<file path="src/rtl/lcd_timing_gen.sv">
// Parametrised LCD/VGA timing generator and pixel-fetch front end with registered outputs.
// Build macro TEST_PATTERN_EN adds the pattern_sel input and an 8-bar colour test pattern.
module lcd_timing_gen #(
    parameter int H_SYNC   = 96,
    parameter int H_BACK   = 48,
    parameter int H_DISP   = 640,
    parameter int H_FRONT  = 16,
    parameter int V_SYNC   = 2,
    parameter int V_BACK   = 33,
    parameter int V_DISP   = 480,
    parameter int V_FRONT  = 10,
    parameter bit HS_POL   = 1'b0,
    parameter bit VS_POL   = 1'b0,
    parameter int DATA_W   = 16,
    parameter int REQ_LEAD = 1
) (
    input  logic              clk,
    input  logic              rst_n,
    input  logic              disp_on,
`ifdef TEST_PATTERN_EN
    input  logic              pattern_sel,
`endif
    input  logic [DATA_W-1:0] lcd_data,
    output logic              lcd_dclk,
    output logic              lcd_hs,
    output logic              lcd_vs,
    output logic              lcd_blank,
    output logic              lcd_de,
    output logic [DATA_W-1:0] lcd_rgb,
    output logic              lcd_request,
    output logic [10:0]       lcd_xpos,
    output logic [10:0]       lcd_ypos,
    output logic              frame_start,
    output logic              line_start,
    output logic              running
);
    localparam int H_TOTAL = H_SYNC + H_BACK + H_DISP + H_FRONT;
    localparam int V_TOTAL = V_SYNC + V_BACK + V_DISP + V_FRONT;

    if (H_TOTAL > 2048 || V_TOTAL > 2048) begin : g_bad_total
        $error("lcd_timing_gen: H_TOTAL or V_TOTAL exceeds 2048");
    end
    if (REQ_LEAD < 1 || REQ_LEAD > 4 || H_BACK < REQ_LEAD) begin : g_bad_lead
        $error("lcd_timing_gen: REQ_LEAD must be 1..4 and not exceed H_BACK");
    end

    localparam logic [11:0] HS_END = 12'(H_SYNC);
    localparam logic [11:0] HA_BEG = 12'(H_SYNC + H_BACK);
    localparam logic [11:0] HA_END = 12'(H_SYNC + H_BACK + H_DISP);
    localparam logic [11:0] VS_END = 12'(V_SYNC);
    localparam logic [11:0] VA_BEG = 12'(V_SYNC + V_BACK);
    localparam logic [11:0] VA_END = 12'(V_SYNC + V_BACK + V_DISP);
    localparam logic [10:0] H_LAST = 11'(H_TOTAL - 1);
    localparam logic [10:0] V_LAST = 11'(V_TOTAL - 1);
    localparam logic [11:0] LEAD   = 12'(REQ_LEAD);

    typedef enum logic {S_IDLE, S_RUN} state_t;

    state_t      r_state, w_state_next;
    logic [10:0] r_hcnt, r_vcnt, w_hcnt_next, w_vcnt_next;

    logic              r_hs, r_vs, r_blank, r_de, r_req, r_frame_start, r_line_start, r_running;
    logic [DATA_W-1:0] r_rgb;
    logic [10:0]       r_xpos, r_ypos;

    logic              w_run, w_hs_act, w_vs_act, w_v_act, w_de, w_req, w_req_en;
    logic [11:0]       w_h, w_v, w_hl;
    logic [DATA_W-1:0] w_pixel;

    always_ff @(posedge clk or negedge rst_n) begin
        if (!rst_n) begin
            r_state <= S_IDLE;
            r_hcnt  <= '0;
            r_vcnt  <= '0;
        end else begin
            r_state <= w_state_next;
            r_hcnt  <= w_hcnt_next;
            r_vcnt  <= w_vcnt_next;
        end
    end

    // Stopping is only allowed on the last clock of a frame, so a frame is never cut short.
    always_comb begin
        w_state_next = r_state;
        w_hcnt_next  = r_hcnt;
        w_vcnt_next  = r_vcnt;
        case (r_state)
            S_IDLE: begin
                w_hcnt_next = '0;
                w_vcnt_next = '0;
                if (disp_on) w_state_next = S_RUN;
            end
            S_RUN: begin
                if (r_hcnt == H_LAST) begin
                    w_hcnt_next = '0;
                    if (r_vcnt == V_LAST) begin
                        w_vcnt_next = '0;
                        if (!disp_on) w_state_next = S_IDLE;
                    end else begin
                        w_vcnt_next = r_vcnt + 11'd1;
                    end
                end else begin
                    w_hcnt_next = r_hcnt + 11'd1;
                end
            end
            default: w_state_next = S_IDLE;
        endcase
    end

    assign w_run    = (r_state == S_RUN);
    assign w_h      = {1'b0, r_hcnt};
    assign w_v      = {1'b0, r_vcnt};
    assign w_hl     = w_h + LEAD;
    assign w_hs_act = w_run && (w_h < HS_END);
    assign w_vs_act = w_run && (w_v < VS_END);
    assign w_v_act  = w_run && (w_v >= VA_BEG) && (w_v < VA_END);
    assign w_de     = w_v_act && (w_h >= HA_BEG) && (w_h < HA_END);
    // The fetch window is the active window shifted REQ_LEAD clocks earlier on the same line.
    assign w_req    = w_v_act && w_req_en && (w_hl >= HA_BEG) && (w_hl < HA_END);

`ifdef TEST_PATTERN_EN
    localparam int R_W = DATA_W / 3;
    localparam int B_W = DATA_W / 3;
    localparam int G_W = DATA_W - R_W - B_W;

    logic              r_pattern;
    logic [11:0]       w_col;
    logic [2:0]        w_bar;
    logic [DATA_W-1:0] w_bar_rgb;

    always_ff @(posedge clk or negedge rst_n) begin
        if (!rst_n)                               r_pattern <= 1'b0;
        else if (w_run && r_hcnt == '0 && r_vcnt == '0) r_pattern <= pattern_sel;
    end

    assign w_col = w_h - HA_BEG;
    assign w_bar = 3'(({3'b000, w_col} * 15'd8) / 15'(H_DISP));

    // Bars: white, yellow, cyan, green, magenta, red, blue, black as {R,G,B} on/off.
    always_comb begin
        logic [2:0] w_on;
        case (w_bar)
            3'd0:    w_on = 3'b111;
            3'd1:    w_on = 3'b110;
            3'd2:    w_on = 3'b011;
            3'd3:    w_on = 3'b010;
            3'd4:    w_on = 3'b101;
            3'd5:    w_on = 3'b100;
            3'd6:    w_on = 3'b001;
            default: w_on = 3'b000;
        endcase
        w_bar_rgb = {{R_W{w_on[2]}}, {G_W{w_on[1]}}, {B_W{w_on[0]}}};
    end

    assign w_req_en = !r_pattern;
    assign w_pixel  = r_pattern ? w_bar_rgb : lcd_data;
`else
    assign w_req_en = 1'b1;
    assign w_pixel  = lcd_data;
`endif

    always_ff @(posedge clk or negedge rst_n) begin
        if (!rst_n) begin
            r_hs          <= !HS_POL;
            r_vs          <= !VS_POL;
            r_blank       <= 1'b1;
            r_de          <= 1'b0;
            r_rgb         <= '0;
            r_req         <= 1'b0;
            r_xpos        <= '0;
            r_ypos        <= '0;
            r_frame_start <= 1'b0;
            r_line_start  <= 1'b0;
            r_running     <= 1'b0;
        end else begin
            r_hs          <= w_hs_act ? HS_POL : !HS_POL;
            r_vs          <= w_vs_act ? VS_POL : !VS_POL;
            r_blank       <= !(w_hs_act || w_vs_act);
            r_de          <= w_de;
            r_rgb         <= w_de ? w_pixel : '0;
            r_req         <= w_req;
            r_xpos        <= w_req ? 11'(w_hl - HA_BEG) : '0;
            r_ypos        <= w_req ? 11'(w_v - VA_BEG) : '0;
            r_frame_start <= w_run && (r_hcnt == '0) && (r_vcnt == '0);
            r_line_start  <= w_run && (r_hcnt == '0);
            r_running     <= (w_state_next == S_RUN);
        end
    end

    assign lcd_dclk    = ~clk;
    assign lcd_hs      = r_hs;
    assign lcd_vs      = r_vs;
    assign lcd_blank   = r_blank;
    assign lcd_de      = r_de;
    assign lcd_rgb     = r_rgb;
    assign lcd_request = r_req;
    assign lcd_xpos    = r_xpos;
    assign lcd_ypos    = r_ypos;
    assign frame_start = r_frame_start;
    assign line_start  = r_line_start;
    assign running     = r_running;
endmodule

</file>
<file path="config.mk">
export PLATFORM = sky130hd
export DESIGN_NAME = lcd_timing_gen
export DESIGN_NICKNAME = d
export VERILOG_FILES = /design/src/rtl/lcd_timing_gen.sv
export SDC_FILE = /design/constraint.sdc
export NUM_CORES = 1
export LEC_CHECK = 0
export BUFFER_PORTS_ARGS = -buffer_cell sky130_fd_sc_hd__buf_2
export CAP_MARGIN = 30
export CORE_MARGIN = 2
export CORE_UTILIZATION = 45
export CTS_BUF_LIST = sky130_fd_sc_hd__clkbuf_2 sky130_fd_sc_hd__clkbuf_4 sky130_fd_sc_hd__clkbuf_8
export CTS_CLUSTER_SIZE = 14
export DETAILED_ROUTE_END_ITERATION = 12
export PLACE_DENSITY = 0.7
export REMOVE_ABC_BUFFERS = 1
export SLEW_MARGIN = 20
export SYNTH_ARGS = -nofsm -noshare
export SYNTH_HDL_FRONTEND = slang
export SYNTH_SLANG_ARGS = --single-unit
</file>
<file path="constraint.sdc">
create_clock -name clk -period 3.03 [get_ports clk]
set_input_delay 0.4545 -clock clk [delete_from_list [all_inputs] [get_ports clk]]
set_output_delay 0.4545 -clock clk [all_outputs]
set_load 0.1 [all_outputs]
</file>
# Word level (Yosys, flattened, before mapping)
# Cells that the tools add are included.
# word_totals
rom_bits	0
register_bits	68
mem_count	0
output_inout_bits	47
word_cells	59
ram_bits	0
latchBits	0
# classes
bitwise_logic	2
reduce_logical	14
addsub	5
muxes	14
n_div	0
magnitude_cmp	8
multipliers	0
n_eq_ne	3
n_shift	0
# ops
op	count
11-bit two-way mux	5
11-bit one-hot mux with 2 select lines	2
11-bit by 1-bit adder with 11-bit output, second input constant	2
11-bit by 10-bit equality test with 1-bit output, second input constant	2
11-bit zero test	2
11-bit by 10-bit less-than comparator with 1-bit output, second input constant	2
16-bit two-way mux	1
11-bit by 1-bit adder with 12-bit output, second input constant	1
12-bit by 8-bit greater-or-equal comparator with 1-bit output, second input constant	1
12-bit by 10-bit less-than comparator with 1-bit output, second input constant	1
11-bit by 6-bit greater-or-equal comparator with 1-bit output, second input constant	1
11-bit by 8-bit greater-or-equal comparator with 1-bit output, second input constant	1
11-bit by 2-bit less-than comparator with 1-bit output, second input constant	1
11-bit by 7-bit less-than comparator with 1-bit output, second input constant	1
11-bit by 6-bit subtractor with 11-bit output, second input constant	1
11-bit by 8-bit subtractor with 11-bit output, second input constant	1
1-bit logical AND	10
1-bit two-way mux	5
2-bit by 1-bit != test with 1-bit output, second input constant	1
1-bit inverter	2
1-bit one-hot mux with 2 select lines	1
1-bit zero test	1
1-bit logical OR	1

# Depth between registers and ports, before layout
# Gate-level depths: netlist (run 1).
# logic_depth
word_depth	6
depth_mapped	12
mapped_depth_nobuf	9

==> results.sh, run 1 <==
export IMPL_grt_pass1_wl_mm=11.15
export IMPL_drt_iter0_drc=179
export IMPL_cts_htree_levels=3
export IMPL_wl_mm=6.922
export IMPL_slew_violations=0
export IMPL_drc_errors=0
export IMPL_ys_top_cells_by_area="dfrtp_1 (50%), and2_1 (4.2%), xnor2_1 (3.7%)"
export IMPL_clockBufferDepth=2
export IMPL_switching_share_pct=26.90
export IMPL_synth_top_area_cell="dfrtp_1"
export IMPL_cts_tree="done"
export IMPL_hold_class="input port to flop"
export IMPL_ant_nets=0
export IMPL_relSlewSlack_pct=57.61
export IMPL_die_w_um=89.37
export IMPL_ys_flop_type="dfrtp_1"
export IMPL_drive_gt1_share_pct=25.88
export IMPL_status="completed"
export IMPL_p_comb_share_pct=1.8
export IMPL_core_sq_um=7137
export IMPL_finalInstanceArea_sq_um=3929
export IMPL_die_area_sq_um=7986
export IMPL_multi_input_comb_area_sq_um=1420
export IMPL_die_h_um=89.37
export IMPL_num_antenna_cells=0
export IMPL_fillCellCount=651
export IMPL_r2r_setup_slack_ps=230
export IMPL_globalplace_congestion=0.9026
export IMPL_gr_usage_met3_pct=4.524
export IMPL_fin_crit_sh_pct=92.29
export IMPL_worstSetupPathType="flop to flop"
export IMPL_clock_skew_ps=9.810
export IMPL_p_int_uw=1314
export IMPL_hold_viol=0
export IMPL_postSynthCellCount=330
export IMPL_synth_seq_cells=68
export IMPL_fmax_mhz=357.6
export IMPL_nNetsFinal=418
export IMPL_io_pin_count=66
export IMPL_cp_required_ps=3280
export IMPL_grt_pass1_vias=2384
export IMPL_numCtsBuffers=9
export IMPL_yosys_warnings=0
export IMPL_synthDistinctLibCells=51
export IMPL_worstPathArrival_ps=3040
export IMPL_peakVddDrop_v=0.0002395
export IMPL_synth_most_common_cell="dfrtp_1"
export IMPL_setup_viol=0
export IMPL_tightest_slew_ps=627.6
export IMPL_grt_busiest_layer="met2"
export IMPL_critPathMaxFanout=11
export IMPL_synthArstFlopShare_pct=100.0
export IMPL_cp_start_kind="flop"
export IMPL_worstSkewPairLatency_ps=340
export IMPL_start_util_pct=45.95
export IMPL_dp_hpwl_mm=4.978
export IMPL_routed_via_density=5.217
export IMPL_tns_ps=0
export IMPL_pwr_share_seq_pct=50.4
export IMPL_leakage_uw=0.001956
export IMPL_num_rows=31
export IMPL_yosysTopAreaCellShare_pct=49.60
export IMPL_syn_to_final_growth_pct=19.80
export IMPL_vias=2593
export IMPL_place_ws_ps=53.09
export IMPL_grt_total_usage_pct=18.00
export IMPL_wl_per_cell_um=13.93
export IMPL_port_buffer_count=65
export IMPL_drv_cap=0
export IMPL_clkPwrFrac_pct=47.7
export IMPL_syn_avg_cell_area_sq_um=9.938
export IMPL_grt_setup_unrepaired="false"
export IMPL_cp_end_kind="flop"
export IMPL_met1_usage_pct=23.52
export IMPL_grt_ovfl_total=0
export IMPL_clk_pin_slew_worst_paths_ps=80
export IMPL_met2_usage_pct=27.68
export IMPL_first_pass_iters=4
export IMPL_final_min_clock_period_ps=2796
export IMPL_synth_commonest_cells="dfrtp_1 (65), nor2_1 (32), nor3_1 (24)"
export IMPL_fin_ws_ps=233.7
export IMPL_grt_max_degree=42
export IMPL_synth_edf_count=0
export IMPL_grt_antenna_before_repair=0
export IMPL_syn_area_sq_um=3279
export IMPL_synth_sequential_area_ratio_pct=52.00
export IMPL_ctsRootBufferMaster="clkbuf_8"
export IMPL_place_area_sq_um=3686
export IMPL_switchingPower_uw=483.7
export IMPL_seq_area_sq_um=1705
export IMPL_powerDensity_nw_per_um2=457.7
[logic make-up after synthesis]
logic type | share of synthesized area, %
compound gates | 11.98
xor+xnor | 5.074
fa+ha+maj | 2.289
buf+inv | 4.846
flops | 52.00
mux | 0.6105
simple gates | 23.20
[power by group through the flow]
stage / registers, uW / clock network (uW) / logic [uW]
2_1_floorplan: 925 / 109 / 0.161
3_3_place_gp: 925 / 120 / 31.0
3_5_place_dp: 925 / 120 / 30.7
4_1_cts: 907 / 875 / 31.0
5_1_grt: 907 / 925 / 38.8
6_report: 907 / 858 / 33.0
[registers in the layout, summed over array words and instances, names as in the netlist, 11 cells and up]
signal    flops
r_hcnt       11
lcd_xpos     11
lcd_ypos     11
lcd_rgb      16
r_vcnt       11
[per-stage QoR]
step / total power [uW] / hold slack, ps / std cells / utilization [%]
6_report: 1798 / 311.5 / 497 / 55.05
5_1_grt: 1870 / 322.1 / 497 / 55.05
3_5_place_dp: 1076 / 602.1 / 477 / 51.65
3_3_place_gp: 1076 / 593.7 / 477 / 51.65
2_1_floorplan: 1034 / 158.9 / 304 / -
4_1_cts: 1813 / 245.4 / 493 / 54.35
[worst paths after layout]
check	start	end	depth (start not counted)
hold reg to reg	r_vcnt[0]	lcd_ypos[0]	1
max in group asynchronous	rst_n	lcd_vs	3
setup / recovery	r_hcnt[0]	lcd_ypos[5]	10
min in group asynchronous	rst_n	r_hcnt[9]	2
setup reg to reg	r_hcnt[0]	lcd_ypos[5]	10
hold / removal	disp_on	running	3
[cells in the final DEF (no fill, tap or decap), drive strengths merged, types with 3 or more instances in the layout]
cell / n
a211oi: 3
a21oi: 5
and2: 22
and3: 3
and4: 3
buf: 77
clkbuf: 9
dfrtp: 65
dfstp: 3
ha: 6
inv: 18
nand2: 23
nand3: 7
nand4: 3
nor2: 32
nor3: 24
nor4: 11
o21ai: 18
o41ai: 3
or3: 5
xnor2: 14
xor2: 5
[critical path: stages, from the launching register on]
cell,delay [ps]
dfrtp_1,490
ha_1,260
and3_1,220
xnor2_1,260
ha_1,250
nand2_1,70
nor3_2,200
o211a_1,180
o211ai_1,250
buf_4,270
nor4_1,260
[repair_timing]
action                                  CTS  global route
setup buffers                             0             2
endpoints found under the setup margin    0            17
resized for setup                         0             1
hold buffers                              0             1
hold endpoints to repair                  0             3
[layer usage]
layer	wire [um]	part of all wire, %	vias up
met5	0	0	-
met4	138	2.0	0
met3	554	8.0	14
met2	3087	45	97
met1	3142	45	1209
li1	-	-	1273
[area by class of cell]
| type | instances | area share [%] |
|---|---|---|
| clock buffer | 10 | 3.280 |
| clock inverter | 8 | 1.847 |
| inverter | 12 | 1.146 |
| multi-input combinational | 223 | 36.15 |
| sequential | 68 | 43.41 |
| tap | 99 | 3.153 |
| timing repair buffer | 77 | 11.02 |
No activity file was read; power rests on OpenSTA's default activity.
==> inputs of run 2 (changes only) <==
CORE_UTILIZATION = 47   (was 45)
PLACE_DENSITY = 0.73   (was 0.7)
==> run 2 against run 1 <==
Critical path depth unchanged. Setup slack worse by 36 ps. Die area down 4.1%. Largest cell class unchanged. Final cell count down 4.2%. Register-to-register slack worse by 40 ps. Via count up 0.42%. Maximum frequency down 1.3%. Core utilization up 2.9 points. First-iteration DRC count down 0.56%. Clock-buffer cell count unchanged.
==> results.sh, run 2 (synthesis gave the netlist of run 1 again) <==
export IMPL_worstSetupPathType="flop to flop"
export IMPL_numCtsBuffers=9
export IMPL_drc_errors=0
export IMPL_cpLargestDelayFamily="simple AND/OR/NAND/NOR gates"
export IMPL_whs_ps=51.17
export IMPL_first_pass_iters=5
export IMPL_tightest_slew_ps=647.3
export IMPL_critPathMaxFanout=11
export IMPL_crit_top_cell="ha_1"
export IMPL_clockBufferDepth=2
export IMPL_globalplace_congestion=0.9081
export IMPL_leakage_uw=0.001958
export IMPL_die_w_um=87.53
export IMPL_seq_area_sq_um=1705
export IMPL_cp_start_kind="flop"
export IMPL_setup_viol=0
export IMPL_tns_ps=0
export IMPL_port_buffer_count=65
export IMPL_cts_htree_levels=3
export IMPL_drive_gt1_share_pct=25.76
export IMPL_grt_pass1_wl_mm=11.79
export IMPL_dr_wl_met3_um=543
export IMPL_worstSkewPairLatency_ps=350
export IMPL_grt_ovfl_total=0
export IMPL_wl_per_cell_um=14.82
export IMPL_crit_slowest_cell="dfrtp_1"
export IMPL_fmax_mhz=353.1
export IMPL_drt_iter0_drc=178
export IMPL_relSlewSlack_pct=56.66
export IMPL_final_min_clock_period_ps=2832
export IMPL_finalInstanceArea_sq_um=3916
export IMPL_clock_skew_ps=11.47
export IMPL_core_sq_um=6756
export IMPL_io_pin_count=66
export IMPL_grt_pass1_vias=2472
export IMPL_die_area_sq_um=7662
export IMPL_cp_end_kind="flop"
export IMPL_final_cell_mix="dfrtp_1 (65), buf_2 (65), nor2_1 (32), nand2_1 (23), nor3_1 (23)"
export IMPL_cp_slowest_stage_delay_ps=490
export IMPL_fin_crit_sh_pct=93.46
export IMPL_powerDensity_nw_per_um2=484.7
export IMPL_ant_nets=0
export IMPL_status="completed"
export IMPL_syn_to_final_growth_pct=19.42
export IMPL_dp_hpwl_mm=5.014
export IMPL_wl_met1_mm=3.346
export IMPL_routed_via_density=5.471
export IMPL_crit_path_cell_trace="ha_1 -> and3_1 -> xnor2_1 -> ha_1 -> nand2_1 -> nor3_2 -> o211a_1 -> o211ai_1 -> buf_4 -> nor4_1"
export IMPL_slew_violations=0
export IMPL_hold_viol=0
export IMPL_ctsRootBufferMaster="clkbuf_8"
export IMPL_grt_antenna_before_repair=0
export IMPL_start_util_pct=48.54
export IMPL_vias=2604
export IMPL_place_area_sq_um=3690
export IMPL_grt_total_usage_pct=19.97
export IMPL_cts_tree="done"
export IMPL_num_antenna_cells=0
export IMPL_drv_cap=0
export IMPL_num_rows=30
export IMPL_clk_pin_slew_worst_paths_ps=80
export IMPL_r2r_setup_slack_ps=200
export IMPL_fillCellCount=588
export IMPL_cts_hold_buffers_added=0
export IMPL_multi_input_comb_area_sq_um=1420
export IMPL_grt_setup_unrepaired="false"
export IMPL_cp_required_ps=3270
export IMPL_hold_class="input port to asynchronous set/reset pin"
export IMPL_wl_met2_mm=3.076
export IMPL_peakVddDrop_v=0.0002164
export IMPL_largest_reg_flops=16
export IMPL_worstPathArrival_ps=3070
export IMPL_grt_max_degree=30
export IMPL_nNetsFinal=416
export IMPL_ctsResizeCount=0
export IMPL_wl_mm=7.053
export IMPL_post_cts_setup_buffers=0
export IMPL_top_layer_used="met4"
export IMPL_crit_buf_inv=1
export IMPL_die_h_um=87.53
[run 2: cell types whose count changed in the layout (fill, tap and decap cells not counted)]
cell	change
dlygate4sd3_1	-1
clkinv_4	+2
buf_4	-1
inv_4	-3
bufinv_16	+1
[run 2: power by group]
part	internal (uW)	switching [uW]	total, uW	leakage (uW)
logic	12.3	19.6	31.9	0.000915
clock network	479	481	959	0.000123
registers	907	0	907	0.000920
total	1400	500	1900	0.00196
[run 2: worst reg2reg max path: cells and delay by family (launching register included)]
family          cells  cell delay (ps)
buf+inv             1              250
fa+ha+maj           2              510
simple gates        4              800
flops               1              490
compound gates      2              380
xor+xnor            1              260
[run 2: path summary, 6_finish.rpt]
path	depth (start not counted)	from	end
worst max-delay path	10	r_hcnt[0]	lcd_xpos[9]
worst min-delay path	1	rst_n	r_hcnt[9]
worst max register to register	10	r_hcnt[0]	lcd_xpos[9]
min in group clk	3	disp_on	running
worst min register to register	1	r_vcnt[0]	lcd_ypos[0]
max in group asynchronous	3	rst_n	lcd_blank
[run 2: area by class of cell]
type | instances | area share (%)
Clock inverter | 8 | 2.588
Multi-Input combinational cell | 223 | 36.26
Clock buffer | 10 | 3.291
Tap cell | 80 | 2.556
Sequential cell | 68 | 43.55
Timing Repair Buffer | 75 | 10.61
Inverter | 12 | 1.150
[run 2: metrics by stage]
stage	std cells	setup slack, ps	utilization [%]	total power (uW)
6_report	476	198.1	57.96	1898
5_1_grt	476	19.52	57.96	1974
4_1_cts	476	136.9	57.89	1916
3_5_place_dp	460	153.9	54.61	1079
3_3_place_gp	459	316.4	54.31	1076
2_1_floorplan	304	18.63	-	1034
[run 2: routing by layer]
metal	up-vias	global-route usage [%]
met5	-	0
met4	0	7.273
met3	9	6.032
met2	101	29.55
met1	1225	27.91
li1	1269	-
